--- src/rtl/pack_pkg.sv ---
// Shared constants, beat-counter sizing and FSM encoding for the packet arbiter.
package pack_pkg;

    localparam int SIZE_BIT_PACK     = 1976;
    localparam int SIZE_INPUT_BIT    = 8;
    localparam int LENGTHE_INPUT_BIT = SIZE_BIT_PACK / SIZE_INPUT_BIT;

    function automatic int beat_cnt_w(input int beats);
        return (beats > 1) ? $clog2(beats) : 1;
    endfunction

    localparam int BEAT_CNT_W = beat_cnt_w(LENGTHE_INPUT_BIT);

    typedef enum logic {
        ST_IDLE  = 1'b0,
        ST_GRANT = 1'b1
    } arb_state_e;

endpackage

--- src/rtl/rr_pick2.sv ---
// Two-way round-robin selector: a lone requester wins, a tie goes to the one not served last.
module rr_pick2 (
    input  logic req0,
    input  logic req1,
    input  logic last_served,
    output logic pick
);

    assign pick = (req0 && req1) ? ~last_served : req1;

endmodule

--- src/rtl/pack_arbiter.sv ---
// Shares one Pack instance between two byte-stream requesters, one whole packet per grant.
module pack_arbiter
    import pack_pkg::*;
#(
    parameter int SIZE_BIT_PACK     = pack_pkg::SIZE_BIT_PACK,
    parameter int SIZE_INPUT_BIT    = pack_pkg::SIZE_INPUT_BIT,
    parameter int LENGTHE_INPUT_BIT = SIZE_BIT_PACK / SIZE_INPUT_BIT
) (
    input  logic                      i_clk,
    input  logic                      i_reset,
    input  logic [SIZE_INPUT_BIT-1:0] i_data0,
    input  logic [SIZE_INPUT_BIT-1:0] i_data1,
    input  logic                      i_valid0,
    input  logic                      i_valid1,
    output logic                      o_ready0,
    output logic                      o_ready1,
    output logic [SIZE_INPUT_BIT-1:0] o_data,
    output logic                      o_valid,
    input  logic                      i_ready,
    output logic [1:0]                o_grant,
    output logic                      o_pack_done
);

    localparam int               CNT_W    = beat_cnt_w(LENGTHE_INPUT_BIT);
    localparam logic [CNT_W-1:0] LAST_CNT = CNT_W'(LENGTHE_INPUT_BIT - 1);

    arb_state_e       state, state_n;
    logic             owner;
    logic             last_served;
    logic [CNT_W-1:0] cnt;
    logic             pick;
    logic             beat;
    logic             last_beat;

    rr_pick2 u_pick (
        .req0        (i_valid0),
        .req1        (i_valid1),
        .last_served (last_served),
        .pick        (pick)
    );

    assign last_beat = (cnt == LAST_CNT);

    // NOTE: every output and next-state signal gets a default first so no latch is inferred.
    always_comb begin
        state_n  = state;
        o_grant  = 2'b00;
        o_valid  = 1'b0;
        o_data   = '0;
        o_ready0 = 1'b0;
        o_ready1 = 1'b0;
        beat     = 1'b0;
        case (state)
            ST_IDLE: begin
                if (i_valid0 || i_valid1) state_n = ST_GRANT;
            end
            ST_GRANT: begin
                o_grant  = owner ? 2'b10 : 2'b01;
                o_valid  = owner ? i_valid1 : i_valid0;
                o_data   = owner ? i_data1 : i_data0;
                o_ready0 = ~owner & i_ready;
                o_ready1 = owner & i_ready;
                beat     = o_valid & i_ready;
                if (beat && last_beat) state_n = ST_IDLE;
            end
            default: state_n = ST_IDLE;
        endcase
    end

    // NOTE: state registers use non-blocking assignments so every flop samples pre-edge values.
    // Pointer resets to requester 1 so requester 0 takes the first tie.
    always_ff @(posedge i_clk or negedge i_reset) begin
        if (!i_reset) begin
            state       <= ST_IDLE;
            owner       <= 1'b0;
            last_served <= 1'b1;
            cnt         <= '0;
            o_pack_done <= 1'b0;
        end else begin
            state       <= state_n;
            o_pack_done <= beat && last_beat;
            if (state == ST_IDLE && (i_valid0 || i_valid1)) owner <= pick;
            if (beat) begin
                cnt <= last_beat ? '0 : cnt + CNT_W'(1);
                if (last_beat) last_served <= owner;
            end
        end
    end

endmodule

--- config.mk ---
export PLATFORM = sky130hd
export DESIGN_NAME = pack_arbiter
export DESIGN_NICKNAME = d
export VERILOG_FILES = /design/src/rtl/pack_pkg.sv /design/src/rtl/rr_pick2.sv /design/src/rtl/pack_arbiter.sv
export SDC_FILE = /design/constraint.sdc
export NUM_CORES = 1
export LEC_CHECK = 0
export CORE_UTILIZATION = 41
export CTS_BUF_LIST = sky130_fd_sc_hd__clkbuf_8
export DETAILED_ROUTE_END_ITERATION = 7
export PLACE_DENSITY = 0.81
export SLEW_MARGIN = 25
export SYNTH_ARGS = -nofsm -noshare
export SYNTH_HDL_FRONTEND = slang
export SYNTH_SLANG_ARGS = --single-unit
--- constraint.sdc ---
create_clock -name i_clk -period 2 [get_ports i_clk]
set_input_delay 0.3 -clock i_clk [delete_from_list [all_inputs] [get_ports i_clk]]
set_output_delay 0.3 -clock i_clk [all_outputs]
set_load 0.005 [all_outputs]
* After elaboration in Yosys (flattened, before gate mapping)
Index checks and enable logic that the tools add are counted.
Storage, ports and cells: memories 0, word-level logic and storage cells 33, ROM bits 0, bits in latches 0, output and inout bits 14, flip-flop bits (word level) 12, memory bits (writable) 0
Operators by class: add/sub/neg operators 1, bitwise logic cells 6, multiplexer cells 14, multiply operators 0, divide/modulo/power cells 0, reductions and logical operators 6, eq/ne operators 1, shifts and indexed selects 0, $lt $le $gt $ge 0
Operators with widths (number):
- 8-bit two-way mux | 3
- 8-bit by 1-bit adder with 8-bit output (second input constant) | 1
- 8-bit equality test (second input constant) | 1
- 1-bit two-way mux | 8
- 1-bit logical AND | 4
- 2-bit two-way mux | 2
- 1-bit AND | 3
- 1-bit inverter | 3
- 1-bit case mux with 2 select lines | 1
- 2-bit AND reduction | 1
- 1-bit logical OR | 1

* Longest topological paths before layout
word-level depth 5, depth in mapped cells 7, gate-level depth less buffers 7

* Hierarchy
From an unflattened synthesis, not the netlist that was laid out.
Second synthesis, totals: cells, all modules 85, area total of the unflattened synthesis 805.8 sq um
By module, submodules not included:
- pack_arbiter | times used 1, seq. area each 301.5 sq um, cells an instance 84, area an instance 794.5 sq um
- rr_pick2 | times used 1, seq. area each 0.0 sq um, cells an instance 1, area an instance 11.3 sq um

* Worst setup path before layout
No wires, ideal clock.
path kind register -> register, start reg owner, end reg cnt[6], data required time 1.879 ns, setup slack 0.280 ns, setup time 0.121 ns, cell stages (with the launch flop) 7, data arrival time 1.599 ns, period minus slack after synthesis 1.720 ns, cell sequence dfrtp_1 buf_4 mux2i_2 or4_4 clkinv_2 o21ai_1 a22o_1
Between the ends: cells in the longest elaborated chain, start to end 3
Ends and longest elaborated chain:
- start, declared | RTL line pack_arbiter.sv:28 | logic owner;
- start signal, assigned | RTL line pack_arbiter.sv:82 | if (state == ST_IDLE && (i_valid0 || i_valid1)) owner <= pick;
- 1-bit two-way mux | RTL line pack_arbiter.sv:59 | o_valid = owner ? i_valid1 : i_valid0;
- 1-bit AND | RTL line pack_arbiter.sv:63 | beat = o_valid & i_ready;
- 1-bit two-way mux | RTL line pack_arbiter.sv:53 | case (state)
- end signal, assigned | RTL line pack_arbiter.sv:84 | cnt <= last_beat ? '0 : cnt + CNT_W'(1);
- end, declared | RTL line pack_arbiter.sv:30 | logic [CNT_W-1:0] cnt;
Every way passes these cells. A chain may end at the register's enable or synchronous reset.

* Final worst setup path
start in i_valid0, end out o_valid
Between the ends: cells in the longest elaborated chain, start to end 2
Ends and longest elaborated chain:
- start, declared | RTL line pack_arbiter.sv:13 | input logic i_valid0,
- 1-bit two-way mux | RTL line pack_arbiter.sv:59
- 1-bit two-way mux | RTL line pack_arbiter.sv:53
- end, declared | RTL line pack_arbiter.sv:18 | output logic o_valid,
Every way passes these cells.

==> flow_metrics.tcl <==
set metrics [dict create \
    max_freq_mhz 527 \
    antenna_found_initial 0 \
    syn_nets 104 \
    worst_hold_slack_ns 0.408 \
    route.detailed.drc 0 \
    holdBufCountCts 0 \
    grt_overflow 0 \
    crit_required_ns 1.70 \
    crit_path_end_kind "primary output" \
    grt_use_met3 0.0816 \
    r2r_cells 7 \
    grt_max_degree 13 \
    p_per_area_nw_per_um2 707 \
    floorplan.initialDensity 0.462 \
    diodes 0 \
    grtUsageMet2 0.400 \
    core_area_um2 1590 \
    via_per_inst 5.10 \
    routed_wl_mm 2.05 \
    drv_cap 0 \
    setup.worst_path.class "primary input to primary output" \
    synth.largest_area_cell "dfrtp_1" \
    drive_gt1_frac 0.100 \
    total_power_uw 831 \
    synth-seq-cells 12 \
    drtIter0Drc 19 \
    hpwl_mm 1.63 \
    io_buffers 34 \
    ant_nets 0 \
    period_needed_ns 1.90 \
    slew_viol_final 0 \
    relSlewSlack 0.647 \
    finalSetupViolations 0 \
    clk_pin_slew_ns 0.05 \
    hp-class "primary input to asynchronous set/reset pin" \
    tns_ns 0 \
    setup_slack_ns 0.101 \
    clockBufferDepth 2 \
    ys_warn_count 0 \
    cp_data_arrival_time_ns 1.60 \
    synth-seq-area-share 0.410 \
    multi_input_area_um2 407 \
    dp_slack_ns 0.0439 \
    cts_tree "built" \
    die_y_um 44.4 \
    nFillCells 116 \
    regArea_um2 302 \
    synth_edf_count 0 \
    fp-row-count 14 \
    cts_setup_buffers 0 \
    synthArstFlopShare 1.00 \
    grt_pass1_wl_mm 3.29 \
    cts_buffers 3 \
    netlist.area_leader.share 0.374 \
    ctsResizeCount 0 \
    synthTopCellsByCount "nor2_1, dfrtp_1, mux2i_1" \
    synthTopCellsByArea "dfrtp_1, mux2i_1, nor2_1" \
    io_pins 35 \
    ctsRootBufferMaster "clkbuf_8" \
    status "completed" \
    ys.flop_type "dfrtp_1" \
    rsz0062_at_grt "false" \
    nNetsFinal 144 \
    syn_area_um2 736 \
    htreeDepth 1 \
    leakage_nw 0.500 \
    avgSynthCellArea_um2 9.08 \
    top_usage_layer "met2" \
    yosysUniqueCellTypes 27 \
    clock_sinks 12 \
    use_met1 0.272 \
    wire_per_inst_um 14.2 \
    finalHoldViolations 0 \
    cp-start-kind "primary input" \
    worstMarginPinSlew_ns 0.528 \
    clkLatencyLatePin_ns 0.24 \
    ir_drop_mv 0.624 \
    skew_ns 0.00362 \
    yosysMostFrequentCell "nor2_1" \
    syn_inst 81 \
    grt_pass1_vias 738 \
    gp_congestion 0.821 \
    area_growth_pct 59.9 \
    vias 734 \
    fp.dieW_um 44.4 \
    dieArea_um2 1970 \
    dr.pass1.iters 4 \
    crit_fanout 4 \
    period_share 0.949 \
    grtUsageTotal 0.239 \
]
[state kept, by name, indices dropped and copies added (netlist names)]
signal / flops
last_served: 1
cnt: 8
owner: 1
state: 1
o_pack_done: 1
[through the flow]
stage / std cells / area, µm² / util
after detailed placement: 140 / 1120 / 0.703
after global placement: 140 / 1120 / 0.703
after CTS: 144 / 1180 / 0.738
final: 144 / 1180 / 0.738
after global routing: 144 / 1180 / 0.738
after floorplan: 81 / 736 / -
[metal layers]
metal / wire length [µm] / part of all wire
met3: 93 / 0.045
met5: 0 / 0
met1: 789 / 0.39
met4: 57 / 0.028
met2: 1110 / 0.54
[kinds of logic after synthesis]
logic type | Yosys count | synth area share
AND/OR/NAND/NOR | 38 | 0.248
flip-flops | 12 | 0.410
AO/OA/AOI/OAI | 8 | 0.0663
buffers and inverters | 6 | 0.0374
XOR/XNOR | 4 | 0.0476
multiplexers | 11 | 0.156
adder cells (fa/ha/maj) | 2 | 0.0340
[final timing paths]
path | to | start | slack [ns]
min reg2reg | cnt[7] | cnt[7] | 0.51
min | cnt[5] | i_reset | 0.41
max reg2reg | cnt[6] | cnt[0] | 0.35
min in group i_clk | cnt[7] | cnt[7] | 0.51
max in group asynchronous | last_served | i_reset | 1.23
max | o_valid | i_valid0 | 0.10
[layout make-up]
type,instances,area share
clock buffer,4,0.0468
inverter,3,0.0106
multi-input combinational,63,0.346
sequential,12,0.256
tap,24,0.0255
timing repair buffer,38,0.315
[cells in the final DEF (no fill, tap or decap), drive strengths merged]
master,instances
nand2,6
ha,2
and3,1
nor4b,1
nand4b,1
inv,2
nor3b,1
dfstp,1
nand4,1
mux2i,10
dfrtp,11
buf,4
or4,1
clkinv,1
nor3,4
a32o,1
nand3,3
nor2,17
a22o,1
clkbuf,4
o21ai,6
nor2b,1
mux2,1
clkdlybuf4s50,34
xnor2,4
and2,1
[critical path, cell delays in order]
cell and delay, ns:
clkdlybuf4s50_1 0.54, mux2i_2 0.11, nor2_1 0.12, clkdlybuf4s50_1 0.52
[report_power, final]
part	leakage (nW)	switching (mW)	internal, mW
Combinational	0.320	0.0882	0.136
Clock	0.0288	0.0875	0.174
Sequential	0.151	0.0562	0.289
Total	0.500	0.232	0.600
No activity file was read; power rests on OpenSTA's default activity.
